### src/rtl/pipeline_ctrl_pkg.sv
// Shared FSM state encoding and hazard-source priority ordering for the
// pipeline stall controller.
package pipeline_ctrl_pkg;

   typedef enum logic [1:0] {
      StRun      = 2'd0,
      StDmemWait = 2'd1,
      StImemWait = 2'd2,
      StFlushed  = 2'd3
   } ctrl_state_e;

   // Numeric order is the arbitration order: the larger value wins.
   typedef enum logic [2:0] {
      CauseNone    = 3'd0,
      CauseImem    = 3'd1,
      CauseLoadUse = 3'd2,
      CauseBranch  = 3'd3,
      CauseDmem    = 3'd4
   } cause_e;

   function automatic cause_e pick_cause(input logic dmem_busy, input logic branch,
                                         input logic load_use, input logic imem_busy);
      if (dmem_busy) return CauseDmem;
      if (branch)    return CauseBranch;
      if (load_use)  return CauseLoadUse;
      if (imem_busy) return CauseImem;
      return CauseNone;
   endfunction

endpackage

### src/rtl/sat_counter.sv
// Up-counter that sticks at all-ones instead of wrapping; synchronous reset.
module sat_counter #(
   parameter int unsigned WIDTH = 32
) (
   input  logic             CLK,
   input  logic             RESET,
   input  logic             INC,
   output logic [WIDTH-1:0] COUNT
);

   logic [WIDTH-1:0] count_q, count_d;

   always_comb begin
      count_d = count_q;
      if (INC && (count_q != '1)) count_d = count_q + WIDTH'(1);
   end

   always_ff @(posedge CLK) begin
      if (RESET) count_q <= '0;
      else       count_q <= count_d;
   end

   assign COUNT = count_q;

endmodule

### src/rtl/pipeline_stall_controller.sv
// Arbitrates pipeline hazards into stall/flush/bubble controls and keeps
// saturating stall and bubble performance counters.
module pipeline_stall_controller
   import pipeline_ctrl_pkg::*;
#(
   parameter int unsigned CNT_WIDTH = 32
) (
   input  logic                 CLK,
   input  logic                 RESET,
   input  logic                 LU_HAZ_SIG,
   input  logic                 BRANCH_TAKEN,
   input  logic                 DATA_MEM_BUSY,
   input  logic                 INST_MEM_BUSY,
   output logic                 PC_STALL,
   output logic                 IF_ID_STALL,
   output logic                 ID_EX_STALL,
   output logic                 EX_MEM_STALL,
   output logic                 IF_ID_FLUSH,
   output logic                 ID_EX_BUBBLE,
   output logic                 MEM_WB_BUBBLE,
   output logic [CNT_WIDTH-1:0] STALL_CYCLES,
   output logic [CNT_WIDTH-1:0] BUBBLE_COUNT,
   output logic                 HAZ_ERROR
);

   ctrl_state_e state_q, state_d;
   cause_e      cause;
   logic        lu_live;
   logic        lu_bubble;
   logic        lu_prev_q;
   logic        haz_error_q, haz_error_d;

   // ID holds a flushed NOP right after a redirect, so its load-use signal is stale.
   assign lu_live = LU_HAZ_SIG && (state_q != StFlushed);
   assign cause   = pick_cause(DATA_MEM_BUSY, BRANCH_TAKEN, lu_live, INST_MEM_BUSY);

   always_comb begin
      PC_STALL      = 1'b0;
      IF_ID_STALL   = 1'b0;
      ID_EX_STALL   = 1'b0;
      EX_MEM_STALL  = 1'b0;
      IF_ID_FLUSH   = 1'b0;
      ID_EX_BUBBLE  = 1'b0;
      MEM_WB_BUBBLE = 1'b0;
      lu_bubble     = 1'b0;
      state_d       = StRun;
      if (!RESET) begin
         unique case (cause)
            CauseDmem: begin
               PC_STALL      = 1'b1;
               IF_ID_STALL   = 1'b1;
               ID_EX_STALL   = 1'b1;
               EX_MEM_STALL  = 1'b1;
               MEM_WB_BUBBLE = 1'b1;
               state_d       = StDmemWait;
            end
            CauseBranch: begin
               IF_ID_FLUSH  = 1'b1;
               ID_EX_BUBBLE = 1'b1;
               state_d      = StFlushed;
            end
            CauseLoadUse: begin
               PC_STALL     = 1'b1;
               IF_ID_STALL  = 1'b1;
               ID_EX_BUBBLE = 1'b1;
               lu_bubble    = 1'b1;
            end
            CauseImem: begin
               PC_STALL    = 1'b1;
               IF_ID_FLUSH = 1'b1;
               state_d     = StImemWait;
            end
            CauseNone: state_d = StRun;
         endcase
      end
   end

   assign haz_error_d = haz_error_q | (lu_bubble & lu_prev_q);

   always_ff @(posedge CLK) begin
      if (RESET) begin
         state_q     <= StRun;
         lu_prev_q   <= 1'b0;
         haz_error_q <= 1'b0;
      end else begin
         state_q     <= state_d;
         lu_prev_q   <= lu_bubble;
         haz_error_q <= haz_error_d;
      end
   end

   assign HAZ_ERROR = haz_error_q;

   sat_counter #(
      .WIDTH(CNT_WIDTH)
   ) u_stall_cnt (
      .CLK  (CLK),
      .RESET(RESET),
      .INC  (PC_STALL),
      .COUNT(STALL_CYCLES)
   );

   sat_counter #(
      .WIDTH(CNT_WIDTH)
   ) u_bubble_cnt (
      .CLK  (CLK),
      .RESET(RESET),
      .INC  (ID_EX_BUBBLE | MEM_WB_BUBBLE),
      .COUNT(BUBBLE_COUNT)
   );

endmodule

### config.mk
export PLATFORM = sky130hd
export DESIGN_NAME = pipeline_stall_controller
export DESIGN_NICKNAME = d
export VERILOG_FILES = /design/src/rtl/pipeline_ctrl_pkg.sv /design/src/rtl/sat_counter.sv /design/src/rtl/pipeline_stall_controller.sv
export SDC_FILE = /design/constraint.sdc
export NUM_CORES = 1
export LEC_CHECK = 0
export CORE_ASPECT_RATIO = 1.2
export CORE_MARGIN = 2
export CORE_UTILIZATION = 23
export CTS_CLUSTER_DIAMETER = 40
export DETAILED_ROUTE_END_ITERATION = 10
export SYNTH_ARGS = -nofsm -noshare
export SYNTH_HDL_FRONTEND = slang
export SYNTH_SLANG_ARGS = --single-unit
export TNS_END_PERCENT = 20
### constraint.sdc
create_clock -name CLK -period 2.45 [get_ports CLK]
set_input_delay 0.245 -clock CLK [delete_from_list [all_inputs] [get_ports CLK]]
set_output_delay 0.245 -clock CLK [all_outputs]
set_load 0.02 [all_outputs]
* Word level (Yosys, flattened, before mapping)
Cells that the tools add are included.
Word-level totals: register bits 68, output and inout port bits 72, word-level logic and storage cells 55
Cells by class: $add $sub $neg 2, equality and inequality tests 7, mux-type cells 31, bitwise operators 3, reductions and logical operators 7
Operators by type and width (number):
- 32-bit by 1-bit adder with 32-bit output, second input constant | 2
- 32-bit != test, second input constant | 2
- 3-bit two-way mux | 8
- 1-bit two-way mux | 22
- 3-bit by 2-bit == test with 1-bit output, second input constant | 2
- 2-bit one-hot mux with 3 select lines | 1
- 2-bit OR reduction | 3
- 3-bit by 1-bit == test with 1-bit output, second input constant | 1
- 3-bit == test, second input constant | 1
- 1-bit logical AND | 3
- 3-bit OR reduction | 1
- 2-bit != test, second input constant | 1
- 1-bit OR | 2
- 1-bit AND | 1

* Longest topological paths before layout
Gate-level depths: netlist of the first run.
depth in word-level cells 18, depth in mapped cells 7, gate-level depth less buffers 6

* Modules after synthesis
From an unflattened synthesis of the first run, not the netlist that was laid out.
Unflattened totals: cells, all modules 426, area total of the unflattened synthesis 3597.2 um^2
By module, submodules not included:
- sat_counter | times used 2, cells each 199, area each 1674.1 um^2, seq. area each 640.6 um^2
- pipeline_stall_controller | times used 1, cells each 28, area each 249.0 um^2, seq. area each 80.1 um^2

* Worst setup path after synthesis of the first run
OpenSTA, ideal clock, no wires.
path kind register -> register, start point register u_bubble_cnt.count_q[10] (netlist: u_bubble_cnt.COUNT[10]), end point register u_bubble_cnt.count_q[1] (netlist: u_bubble_cnt.COUNT[1]), library setup time 0.128 ns, arrival time 2.098 ns, data required time 2.322 ns, slack 0.225 ns, cell stages (with the launch flop) 8, buffers on the path 2, path through dfxtp_1 > nand4_1 > or4_1 > buf_2 > o31ai_1 > buf_2 > mux2i_1 > nor2_1
On the way: word-level cells in the longest chain between the ends 2
Ends and longest elaborated chain:
- from (decl) | RTL line sat_counter.sv:11 | logic [WIDTH-1:0] count_q, count_d;
- from (signal assigned) | RTL line sat_counter.sv:20 | else count_q <= count_d;
- 32-bit != test | RTL line sat_counter.sv:15 | if (INC && (count_q != '1)) count_d = count_q + WIDTH'(1);
- 1-bit logical AND | RTL line sat_counter.sv:15
No other way between the ends. A chain may end at the register's enable or synchronous reset.

* Worst setup path in the final report of the first run
start point input LU_HAZ_SIG, end point register u_stall_cnt.count_q[28] (netlist: u_stall_cnt.COUNT[28])
On the way: word-level cells in the longest chain between the ends 12
Ends and longest elaborated chain:
- from (decl) | RTL line pipeline_stall_controller.sv:10 | input logic LU_HAZ_SIG,
- 1-bit logical AND (*) | RTL line pipeline_stall_controller.sv:34 | assign lu_live = LU_HAZ_SIG && (state_q != StFlushed);
- 3-bit two-way mux or 1-bit two-way mux (tied branches) | RTL line pipeline_ctrl_pkg.sv:25 | if (load_use) return CauseLoadUse;
- 3-bit two-way mux or 1-bit two-way mux (tied branches) | RTL line pipeline_ctrl_pkg.sv:26, pipeline_ctrl_pkg.sv:25
- 3-bit two-way mux or 1-bit two-way mux (tied branches) | RTL line pipeline_ctrl_pkg.sv:27, pipeline_ctrl_pkg.sv:24
- 3-bit two-way mux (*) | RTL line pipeline_ctrl_pkg.sv:26 | if (imem_busy) return CauseImem;
- 3-bit two-way mux (*) | RTL line pipeline_ctrl_pkg.sv:25
- 3-bit two-way mux (*) | RTL line pipeline_ctrl_pkg.sv:24 | if (branch) return CauseBranch;
- 3-bit by 2-bit == test with 1-bit output (tied with other cells) | RTL line pipeline_stall_controller.sv:48 | unique case (cause)
- 3-bit OR reduction (no source line) (*)
- 1-bit two-way mux (*) | RTL line pipeline_stall_controller.sv:48
- 1-bit two-way mux (*) | RTL line pipeline_stall_controller.sv:47 | if (!RESET) begin
- 1-bit logical AND (*) | RTL line sat_counter.sv:15
- to (signal assigned) | RTL line sat_counter.sv:20
- to (decl) | RTL line sat_counter.sv:11
Every way passes the cells marked *; elsewhere a longest branch is shown, timed or not. The select of a mux whose other input is x is not followed.

==> results of run 1 <==
-- metal layers --
metal	track usage [%]	part of all wire (%)	vias to the layer above	wire (um)
li1	-	-	1812	-
met1	16.04	43	1782	4554
met2	23.58	51	88	5387
met3	3.025	4.1	16	428
met4	3.822	1.4	0	142
met5	0	0	-	0
-- sequential cells by signal, indices dropped and copies added (netlist names) --
signal and count:
HAZ_ERROR 1, u_stall_cnt.COUNT 32, state_q 2, lu_prev_q 1
u_bubble_cnt.COUNT 32
-- cells by family (layout without fill, tap and decap cells) --
group                    Yosys count  after routing
AND/OR/NAND/NOR                  174            174
AO/OA/AOI/OAI                    123            123
flip-flops                        68             68
buffers and inverters             37            147
XOR/XNOR                           5              5
multiplexers                       4              4
adder cells (fa/ha/maj)            2              2
-- per-stage QoR --
step	setup slack (ns)	total power, W	setup TNS, ns
5_1_grt	0.01935	0.002773	0
2_1_floorplan	0.2249	0.001225	0
3_3_place_gp	-0.09539	0.001303	-1.813
4_1_cts	0.05202	0.002708	0
6_report	0.1371	0.002684	0
3_5_place_dp	-0.1859	0.001307	-3.515
-- worst max-delay path: cells and delay by family --
kind,cells,cell delay [ns]
buf+inv,3,0.76
simple gates,2,0.83
compound gates,3,0.74
-- timing repair --
item / 4_1_cts / 5_1_grt
endpoints found under the setup margin: 1 / 2
pin swaps: 0 / 1
resized for setup: 1 / 1
-- how the worst max path moves through the flow --
stage / startpoint / end / depth (start not counted)
CTS: LU_HAZ_SIG / IF_ID_STALL / 7
detailed placement: LU_HAZ_SIG / u_stall_cnt.COUNT[16] / 8
global route: LU_HAZ_SIG / u_stall_cnt.COUNT[16] / 8
floorplan: u_bubble_cnt.COUNT[10] / u_bubble_cnt.COUNT[1] / 7
global placement: LU_HAZ_SIG / u_stall_cnt.COUNT[24] / 8
finish: LU_HAZ_SIG / u_stall_cnt.COUNT[28] / 8
-- power by group --
group / total, W / internal [W] / leakage (nW) / switching, W
registers: 0.00113 / 0.00112 / 0.549 / 0.00000882
logic: 0.000155 / 0.0000687 / 0.870 / 0.0000864
clock network: 0.00140 / 0.000918 / 0.153 / 0.000485
total: 0.00268 / 0.00210 / 1.57 / 0.000580
-- layout make-up --
type	instances	area, sq um
Clock buffer	12	246.5
Clock inverter	4	72.57
Fill cell	1599	9827
Inverter	12	45.04
Multi-Input combinational cell	308	1934
Sequential cell	68	1361
Tap cell	204	255.2
Timing Repair Buffer	119	1095
-- cell usage in the layout, fill, tap and decap left out, drive strengths merged, types with 2 or more instances in the layout --
master / instances
or2: 5
o31ai: 27
nand2: 29
o311ai: 7
nand4: 19
clkdlybuf4s50: 74
or4: 30
and3: 6
bufinv: 2
o41ai: 6
inv: 12
nor2: 21
a2111oi: 2
clkbuf: 12
nor4: 4
o21ai: 23
or4b: 2
or3: 24
xnor2: 3
nand3: 19
a21oi: 52
and4: 3
mux2i: 3
and2: 5
xor2: 2
buf: 43
ha: 2
dfxtp: 68
nor3: 4
==> metrics.cfg, run 1 <==
[yosys]
synth_xor_area_share_pct=1.267
synth_flop_cell=dfxtp_1
synthAdderAreaFrac_pct=0.7241
yosys.area.top_type_share_pct=39.39
synth_edf_count=0
yosysTopAreaCell=dfxtp_1
synth.most_common_cell=dfxtp_1
synth_cell_types=48
synth_area_sq_mm=0.003456
yosysWarnings=0
async_flop_share_pct=0
synth-compound-area-share_pct=23.35
synth.net_count=421
synthTopCellsByCount=dfxtp_1, a21oi_1, or4_1
synthTopCellsByArea=dfxtp_1, a21oi_1, or4_1
syn_area_per_cell_sq_um=8.368
ys_seq_area_share_pct=39.39
synth_mux_area_share_pct=1.195
synth_simple_gate_area_share_pct=29.25
synth_top_family_by_area=simple AND/OR/NAND/NOR gates
synthCells=413
synth_seq_cells=68

[clocking]
insertion_delay_ns=0.33
cts_buffers=9
htree_levels=3
cts_tree=done
postCtsHoldBufs=0
cts_setup_buffers=0
cts_sinks=68
cts-root-buf=clkbuf_16
cts_buffer_depth=2
clkSlewWorstSetupHoldPaths_ns=0.06

[critical_path]
ff2ff_setup_slack_ns=0.21
crit_chain=clkdlybuf4s50_1 -> a21bo_2 -> a221o_1 -> buf_4 -> inv_2 -> nand2_1 -> or4_1 -> a21oi_1
required_ns=2.71
slowest_delay_ns=0.59
crit_type=input port to flip-flop
reg2reg_depth=5
r2r_start=u_stall_cnt.COUNT[28]
critical_path_arrival_ns=2.57
cpMaxStageDelayCell=or4_1
startpoint_type=input port
worstPathMaxFanout=14
end_kind=flip-flop
r2r-end=u_stall_cnt.COUNT[16]

[grt]
grt_max_degree=31
antenna_found_initial=0
grt_usage_pct=13.36
grt-ovfl-total=0
grt_pass1_wl_mm=17.47
grt_pass1_vias=3535

[sta]
max_freq_ghz=0.4324
maxSlewViolCount=0
fin_crit_sh_pct=94.40
setup_viol=0
fin_worst_skew_ns=0.009706
worstMarginPinSlew_ns=0.7244
holdWs_ns=0.2910
report.final.hold_viol_count=0
rsz0062_at_grt=no
timing.slew.headroom_pct=51.26
period_minus_slack_ns=2.313

[routing]
drtIter0Drc=182
ant_nets=0
drcViolationCount=0
wl_per_cell_um=14.46
drtPass1Iterations=4
routed_wl_mm=10.51
vias=3698
via_per_inst=5.087

[finish]
area_growth_pct=44.97
finalNonFillerCells=727
design_area_sq_mm=0.005010
diodes=0
post-route-util_pct=33.77
nets=526
drive_above_1_share_pct=14.34

[floorplan]
num_rows=49
core_sq_mm=0.01484
die_area_sq_mm=0.01603
die_x_um=115.9
dieHeight_um=138.3
ios=78
start_util_pct=23.29

[run]
maxCapViolCount=0

[placed_design]
placed_area_sq_mm=0.004690
place_congestion=0.7910
port_buffers=77
place_inst=711
dpl.hpwl_mm=7.734

[hold_path]
hold_path_depth=2
min_from=RESET
min_to=u_bubble_cnt.COUNT[0]
hold_path.class=input port to flip-flop

[outcome]
status=completed

[pwr]
static-leakage-power_nw=1.572
powerDensity_mw_per_mm2=535.7
ir_drop_v=0.0003570

Note: power is estimated with default switching activity, not from simulation.
==> run 2: changes to the inputs <==
Settings changed: DONT_BUFFER_PORTS set to 1.
==> run 2 against run 1 <==
  * Clock skew is 0.0033 ns lower
  * Sequential power hardly changed
  * Largest power group unchanged
  * Clock-buffer cell count is 1 higher
==> metrics.cfg, run 2 (synthesis gave the netlist of run 1 again) <==
[floorplan]
die_area_sq_mm=0.01603  ; unchanged
die_x_um=115.9  ; unchanged
core_sq_mm=0.01484  ; unchanged
dieHeight_um=138.3  ; unchanged
ios=78  ; unchanged
num_rows=49  ; unchanged
start_util_pct=23.29  ; unchanged

[critical_path]
crit_type=flip-flop to flip-flop  ; was input port to flip-flop
critical_path_arrival_ns=2.48  ; was 2.57 ns
required_ns=2.67  ; was 2.71 ns
worstPathMaxFanout=30  ; was 14
startpoint_type=flip-flop  ; was input port
end_kind=flip-flop  ; unchanged

[pwr]
p_int_w=0.001889  ; was 0.002103 W
ir_drop_v=0.0003883  ; was 0.0003570 V
pwr-share-seq_pct=46.3  ; was 41.9%
powerDensity_mw_per_mm2=554.8  ; was 535.7 mW/mm^2
power_frac_comb_pct=4.8  ; was 5.8%
clkPwrFrac_pct=48.9  ; was 52.3%
switching_share_pct=22.29  ; was 21.63%
static-leakage-power_nw=1.413  ; was 1.572 nW
switchingPower_w=0.0005419  ; was 0.0005805 W

[routing]
drtIter0Drc=290  ; was 182
drtPass1Iterations=4  ; unchanged
routed_wl_mm=10.64  ; was 10.51 mm
wl_per_cell_um=15.88  ; was 14.46 um
drcViolationCount=0  ; unchanged
vias=3489  ; was 3698
via_per_inst=5.207  ; was 5.087
ant_nets=0  ; unchanged

[sta]
maxSlewViolCount=0  ; unchanged
fin_setup_tns_ns=0  ; unchanged
fin_worst_skew_ns=0.006384  ; was 0.009706 ns
fin_crit_sh_pct=92.37  ; was 94.40%
setup_viol=0  ; unchanged
rsz0062_at_grt=no  ; unchanged
fin_ws_ns=0.1869  ; was 0.1371 ns
report.final.hold_viol_count=0  ; unchanged
period_minus_slack_ns=2.263  ; was 2.313 ns
max_freq_ghz=0.4419  ; was 0.4324 GHz
worstMarginPinSlew_ns=0.6119  ; was 0.7244 ns
timing.slew.headroom_pct=58.89  ; was 51.26%

[placed_design]
place_congestion=0.7997  ; was 0.7910
pre_cts_ws_ns=0.1869  ; was -0.1859 ns
dpl.hpwl_mm=7.641  ; was 7.734 mm
port_buffers=0  ; was 77

[clocking]
cts_sinks=68  ; unchanged
cts-root-buf=clkbuf_16  ; unchanged
cts_buffers=9  ; unchanged
insertion_delay_ns=0.33  ; about the same
cts_buffer_depth=2  ; unchanged
htree_levels=3  ; unchanged
cts_resized=0  ; was 1
clkSlewWorstSetupHoldPaths_ns=0.05  ; was 0.06 ns
cts_tree=done  ; unchanged

[finish]
layout.cells.most_common=dfxtp_1  ; was clkdlybuf4s50_1
area_growth_pct=26.79  ; was 44.97%
drive_above_1_share_pct=19.78  ; was 14.34%
nets=469  ; was 526
multiInputGateArea_sq_mm=0.001934  ; unchanged
regArea_sq_mm=0.001361  ; unchanged
nFillCells=1617  ; was 1599
final_cell_mix=dfxtp_1, buf_4, a21oi_1, or4_1, nand2_1  ; was clkdlybuf4s50_1, dfxtp_1, a21oi_1, buf_4, or4_1

[grt]
grt-ovfl-total=0  ; unchanged
grt_pass1_vias=3374  ; was 3535
grt_pass1_wl_mm=17.21  ; was 17.47 mm
antenna_found_initial=1  ; was 0
grt_usage_pct=13.58  ; was 13.36%
grt_max_degree=60  ; was 31

[run]
maxCapViolCount=0  ; unchanged

[hold_path]
hold_path.class=input port to flip-flop  ; unchanged

[outcome]
status=completed  ; unchanged

run 2: routing by layer:
layer	up-vias	track usage [%]	wire length [um]	share of wire (%)
li1	1697	-	-	-
met1	1686	14.96	4178	39
met2	95	23.73	5515	52
met3	11	5.612	826	7.8
met4	0	3.759	119	1.1
met5	-	0	0	0
run 2: power by group through the flow:
stage          clock network, W  registers, W   logic, W
6_report                0.00119       0.00113   0.000117
5_1_grt                 0.00127       0.00113   0.000127
4_1_cts                 0.00122       0.00113   0.000119
3_5_place_dp                  0       0.00115  0.0000964
3_3_place_gp                  0       0.00115  0.0000936
2_1_floorplan                 0       0.00116  0.0000646
run 2: path summary, 6_finish.rpt:
check / from / end / slack, ns / cells after the start
max reg2reg: u_stall_cnt.COUNT[31] / u_stall_cnt.COUNT[1] / 0.19 / 6
min: DATA_MEM_BUSY / lu_prev_q / 0.02 / 1
min reg2reg: lu_prev_q / HAZ_ERROR / 0.48 / 2
max: u_stall_cnt.COUNT[31] / u_stall_cnt.COUNT[1] / 0.19 / 6
run 2: worst max-delay path: stages (launching register included):
cell and delay, ns:
dfxtp_1 0.51, nand4_1 0.22, or4_1 0.60, nor4_2 0.26, buf_12 0.22, nor2_1 0.06
mux2_2 0.26
run 2: final cells by class:
class	count	share of cell area, %
multi-input cells	308	44.15
clock inverters	2	0.2284
diodes	1	0.05711
clock buffers	13	5.939
flip-flops and latches	68	31.07
well taps	204	5.825
inverters	12	1.028
repair buffers	62	11.71
run 2: metrics by stage:
stage	power, W	util [%]	area, sq um	hold WS (ns)	instances
floorplan	0.001225	-	3456	0.3243	413
global placement	0.001242	27.31	4051	0.3205	651
detailed placement	0.001245	27.31	4051	0.3235	651
CTS	0.002461	29.38	4359	0.008969	668
global route	0.002528	29.52	4379	0.01779	669
finish	0.002431	29.53	4382	0.02406	670
run 2: timing repair:
| item | 4_1_cts | 5_1_grt |
|---|---|---|
| hold endpoints to repair | 59 | 0 |
| setup buffers | 0 | 1 |
| hold buffers | 2 | 0 |
| setup endpoints to repair | 0 | 3 |
